<file path="config.mk">
export PLATFORM = sky130hd
export DESIGN_NAME = carregador_mapa
export DESIGN_NICKNAME = d
export VERILOG_FILES = /design/src/rtl/carregador_mapa_pkg.sv /design/src/rtl/carregador_mapa_contador.sv /design/src/rtl/carregador_mapa.sv
export SDC_FILE = /design/constraint.sdc
export NUM_CORES = 1
export LEC_CHECK = 0
export ABC_AREA = 1
export ABC_CLOCK_PERIOD_IN_PS = 4800
export CAP_MARGIN = 10
export CORE_UTILIZATION = 38
export CTS_CLUSTER_DIAMETER = 50
export DETAILED_ROUTE_END_ITERATION = 6
export PLACE_DENSITY_LB_ADDON = 0.1
export SYNTH_ARGS = -nofsm -noshare
export SYNTH_HDL_FRONTEND = slang
export SYNTH_SLANG_ARGS = --single-unit
</file>
<file path="constraint.sdc">
create_clock -name clock -period 4.8 [get_ports clock]
set_clock_uncertainty 0.15 [all_clocks]
set_input_delay 1.44 -clock clock [delete_from_list [all_inputs] [get_ports clock]]
set_output_delay 1.44 -clock clock [all_outputs]
set_load 0.05 [all_outputs]
</file>
<file path="src/rtl/carregador_mapa_pkg.sv">
// carregador_mapa_pkg: state codes and map constants shared by the map loader units
package carregador_mapa_pkg;
  typedef enum logic [2:0] {
    IDLE    = 3'd0,
    RECEBE  = 3'd1,
    ESCREVE = 3'd2,
    LE_END  = 3'd3,
    LE_DADO = 3'd4,
    COMPARA = 3'd5,
    FIM     = 3'd6,
    ERRO    = 3'd7
  } estado_t;
  localparam logic [3:0] ULTIMO_ENDERECO  = 4'd15;
  localparam logic [3:0] COLUNA_BLOQUEADA = 4'b1111;
endpackage

</file>
<file path="src/rtl/carregador_mapa_contador.sv">
// contador_m_16: 4-bit counter; clock, zera_as async clear, zera_s sync clear, conta enable, q count
module contador_m_16 (
  input  logic       clock,
  input  logic       zera_as,
  input  logic       zera_s,
  input  logic       conta,
  output logic [3:0] q
);
  logic [3:0] q_q, q_d;
  always_comb q_d = zera_s ? 4'd0 : conta ? q_q + 4'd1 : q_q;
  always_ff @(posedge clock or posedge zera_as)
    if (zera_as) q_q <= 4'd0;
    else q_q <= q_d;
  assign q = q_q;
endmodule

</file>
<file path="src/rtl/carregador_mapa.sv">
// carregador_mapa: loads 16 map columns via valid/ready into a 16x4 RAM, reads back and checks an XOR checksum; carregado/erro report the result, db_* expose state and address
module carregador_mapa
  import carregador_mapa_pkg::*;
(
  input  logic       clock,
  input  logic       reset,
  input  logic       iniciar_carga,
  input  logic [3:0] dado,
  input  logic       dado_valido,
  output logic       dado_pronto,
  output logic       mem_we,
  output logic [3:0] mem_addr,
  output logic [3:0] mem_data,
  input  logic [3:0] mem_q,
  output logic       carregado,
  output logic       erro,
  output logic [3:0] db_estado,
  output logic [3:0] db_endereco
);
  estado_t estado_q, estado_d;
  logic [3:0] dado_q, dado_d, soma_escrita_q, soma_escrita_d, soma_leitura_q, soma_leitura_d;
  logic [3:0] endereco;
  logic zera, conta, ultimo;
  contador_m_16 u_contador (
    .clock  (clock),
    .zera_as(1'b0),
    .zera_s (reset | zera),
    .conta  (conta),
    .q      (endereco)
  );
  assign ultimo = endereco == ULTIMO_ENDERECO;
  always_comb begin
    estado_d       = estado_q;
    dado_d         = dado_q;
    soma_escrita_d = soma_escrita_q;
    soma_leitura_d = soma_leitura_q;
    zera           = 1'b0;
    conta          = 1'b0;
    case (estado_q)
      IDLE, FIM, ERRO:
        if (iniciar_carga) begin
          zera           = 1'b1;
          soma_escrita_d = 4'd0;
          soma_leitura_d = 4'd0;
          estado_d       = RECEBE;
        end
      RECEBE:
        if (dado_valido) begin
          if (dado == COLUNA_BLOQUEADA || (ultimo && dado != 4'd0)) estado_d = ERRO;
          else begin
            dado_d   = dado;
            estado_d = ESCREVE;
          end
        end
      ESCREVE: begin
        soma_escrita_d = soma_escrita_q ^ dado_q;
        zera           = ultimo;
        conta          = !ultimo;
        estado_d       = ultimo ? LE_END : RECEBE;
      end
      LE_END: estado_d = LE_DADO;
      LE_DADO: begin
        soma_leitura_d = soma_leitura_q ^ mem_q;
        conta          = !ultimo;
        estado_d       = ultimo ? COMPARA : LE_END;
      end
      COMPARA: estado_d = soma_leitura_q == soma_escrita_q ? FIM : ERRO;
    endcase
  end
  always_ff @(posedge clock)
    if (reset) begin
      estado_q       <= IDLE;
      dado_q         <= 4'd0;
      soma_escrita_q <= 4'd0;
      soma_leitura_q <= 4'd0;
    end else begin
      estado_q       <= estado_d;
      dado_q         <= dado_d;
      soma_escrita_q <= soma_escrita_d;
      soma_leitura_q <= soma_leitura_d;
    end
  assign dado_pronto = estado_q == RECEBE;
  assign mem_we      = estado_q == ESCREVE;
  assign mem_addr    = endereco;
  assign mem_data    = estado_q == ESCREVE ? dado_q : 4'd0;
  assign carregado   = estado_q == FIM;
  assign erro        = estado_q == ERRO;
  assign db_estado   = {1'b0, estado_q};
  assign db_endereco = endereco;
endmodule

</file>
==> results.json <==
{
  "grt_util_all_layers_pct": 17.5,
  "antennaDiodeCount": 0,
  "pwr-share-clk_pct": 20.2,
  "cp-startpoint": "estado_q[2]",
  "finalWirelength_um": 2590,
  "netlist_instances": 188,
  "routabilityCongestion": 0.819,
  "min_path_type": "flip-flop to flip-flop",
  "pwr-share-comb_pct": 35.8,
  "yosys.area_share.simple_pct": 41.5,
  "tns_ns": 0,
  "drc": 0,
  "die_area_mm2": 0.00343,
  "peakVddDrop_v": 0.000162,
  "firstDrtPassIters": 4,
  "cts_sinks": 19,
  "fin_util_pct": 51.1,
  "synth-edff-count": 0,
  "synthXorXnorAreaFrac_pct": 0.719,
  "clk_path_buf_depth": 2,
  "cts.clk_slew.worst_paths_ns": 0.11,
  "grt_first_pass_wirelength_um": 4660,
  "grt_start_max_net_pins": 12,
  "max-slew-margin-rel_pct": 66.7,
  "post-route-min-period_ns": 3.62,
  "synth_compound_area_share_pct": 12.1,
  "cts_buffers": 3,
  "worstPathRequired_ns": 3.21,
  "critPathArrivalTime_ns": 2.03,
  "p_leak_nw": 0.683,
  "slew_violations": 0,
  "postRouteAntennaNets": 0,
  "worstSetupPathType": "flip-flop to output port",
  "rsz0062_at_grt": "false",
  "yosys_warnings": 0,
  "antenna_found_initial": 0,
  "setup_violations": 0,
  "r2r_cells": 8,
  "switchingPower_uw": 159,
  "clk_latency_ns": 0.30,
  "drive_gt1_share_pct": 13.4,
  "syn_nets": 202,
  "core_area_mm2": 0.00305,
  "final_cell_area_mm2": 0.00156,
  "htree_levels": 1,
  "cts_hold_buf": 0,
  "async_flop_share_pct": 0,
  "yosysUniqueCellTypes": 26,
  "cp_max_fo": 9,
  "num_vias": 1194,
  "die_w_um": 58.6,
  "r2r_start": "estado_q[2]",
  "pin_count": 32,
  "yosysSeqAreaShare_pct": 31.2,
  "fmax_ghz": 0.276,
  "avgRoutedWirePerCell_um": 9.96,
  "grt_pass1_vias": 1070,
  "dp_cells": 256,
  "placed_area_mm2": 0.00153,
  "drt_iter0_markers": 53,
  "rows": 20,
  "crit_path_end": "mem_data[3]",
  "hpwl_um": 2040,
  "max-cap-violations": 0,
  "internal_power_uw": 250,
  "endpoint_kind": "output port",
  "synth_top_family_by_area": "simple AND/OR/NAND/NOR gates",
  "worst_pin_slew_ns": 0.498,
  "io_buffers": 30,
  "period_share_pct": 75.4,
  "synth.ff_latch_count": 19,
  "finalHoldViolCount": 0,
  "cts_tree": "built",
  "p_per_area_mw_per_mm2": 262,
  "area_growth_pct": 28.1,
  "syn_area_mm2": 0.00122,
  "synth_ff_type": "dfxtp_1",
  "gr-total-overflow": 0,
  "swShare_pct": 38.9,
  "muxShareOfSynthArea_pct": 0,
  "start_kind": "flip-flop",
  "place_ws_ns": 1.53,
  "cts_resized": 0,
  "synth.avg_cell_area_um2": 6.48,
  "synth_adder_area_share_pct": 2.06,
  "fin_nets": 231,
  "die_h_um": 58.6,
  "p_seq_share_pct": 44.1,
  "instances_no_fill": 260,
  "viasPerCell": 4.59,
  "status": "finished clean",
  "n_fill_cell": 335,
  "root_buffer": "clkbuf_4",
  "initial_core_util_pct": 39.9,
  "r2r-end": "soma_leitura_q[3]",
  "setup_ws_ns": 1.18,
  "cts_post_setup_buffers_inserted": 0,
  "r2r_slack_ns": 3.08
}
## cells by family after synthesis
family	Yosys count
compound gates	25
xor+xnor	1
fa+ha+maj	2
buf+inv	34
flops	19
other cells	1
simple gates	106
## sequential cells by signal (all words and copies together), names as in the netlist
register        count
dado_q              4
estado_q            3
soma_escrita_q      4
soma_leitura_q      4
u_contador.q        4
## layout by cell type (no fill, tap or decap)
cell              n
or2_0             1
nand3_4           1
xor2_1            1
nor2_1           32
o211ai_1          1
nor3_1            2
nand3_1          16
o21ai_0           2
clkbuf_4          3
conb_1            1
a21boi_1          1
nand2_4           2
o21bai_1          1
clkdlybuf4s50_1  30
nand4_1           1
clkinv_2          1
inv_2             4
nand4_2           1
o21ai_2           4
nor2_4            2
nor2_2            3
nand2_2           8
inv_1            24
dfxtp_1          19
ha_1              2
a21oi_1          16
nand2_1          37
## cell usage after synthesis, types with 2 or more instances
| master | number | area, um2 |
|---|---|---|
| o21ai_2 | 4 | 35.0 |
| inv_1 | 24 | 90.1 |
| o21ai_0 | 2 | 10.0 |
| nor2_4 | 2 | 22.5 |
| buf_4 | 5 | 37.5 |
| dfxtp_1 | 19 | 380 |
| inv_2 | 4 | 15.0 |
| nor2_2 | 3 | 18.8 |
| nand2_4 | 2 | 22.5 |
| nand2_1 | 37 | 139 |
| nor3_1 | 2 | 10.0 |
| ha_1 | 2 | 25.0 |
| nand3_1 | 16 | 80.1 |
| nand2_2 | 8 | 50.1 |
| a21oi_1 | 16 | 80.1 |
| nor2_1 | 32 | 120 |
## how the worst min path moves through the flow
stage              start   endpoint  slack (ns)  cells after the start
2_1_floorplan  dado_q[0]  dado_q[0]        0.32                      2
3_3_place_gp   dado_q[3]  dado_q[3]        0.34                      2
3_5_place_dp   dado_q[3]  dado_q[3]        0.35                      2
4_1_cts        dado_q[3]  dado_q[3]        0.37                      2
5_1_grt        dado_q[1]  dado_q[1]        0.41                      2
6_report       dado_q[1]  dado_q[1]        0.38                      2
## per-stage QoR
step	power [mW]	hold slack (ns)
floorplan	0.290	0.322
global placement	0.327	0.336
detailed placement	0.330	0.347
CTS	0.416	0.369
global route	0.437	0.405
finish	0.408	0.376
## routing by layer
metal,vias to the layer above,GRT usage (%),share of wire [%]
li1,642,-,-
met1,516,24.0,50
met2,32,27.9,44
met3,4,3.96,5.7
met4,0,4.08,0.93
met5,-,0,0
## area by class of cell
type / instances / area [um2] / area share [%]
multi-input cells: 135 / 691 / 44.3
clock inverters: 1 / 5.00 / 0.321
well taps: 44 / 55.1 / 3.53
clock buffers: 3 / 22.5 / 1.44
repair buffers: 30 / 300 / 19.3
inverters: 28 / 105 / 6.74
flip-flops and latches: 19 / 380 / 24.4
## power groups by stage
stage	Clock (mW)	Combinational [mW]	Sequential, mW
global route	0.0921	0.163	0.182
global placement	0	0.144	0.183
detailed placement	0	0.147	0.183
floorplan	0	0.0972	0.193
CTS	0.0888	0.147	0.180
finish	0.0824	0.146	0.180
## critical path: stages, from the launching register on
cell and delay [ns]:
dfxtp_1 0.43, inv_2 0.18, nand3_4 0.15, nor2_1 0.15
clkdlybuf4s50_1 0.82
Note: power is estimated with default switching activity, not from simulation.
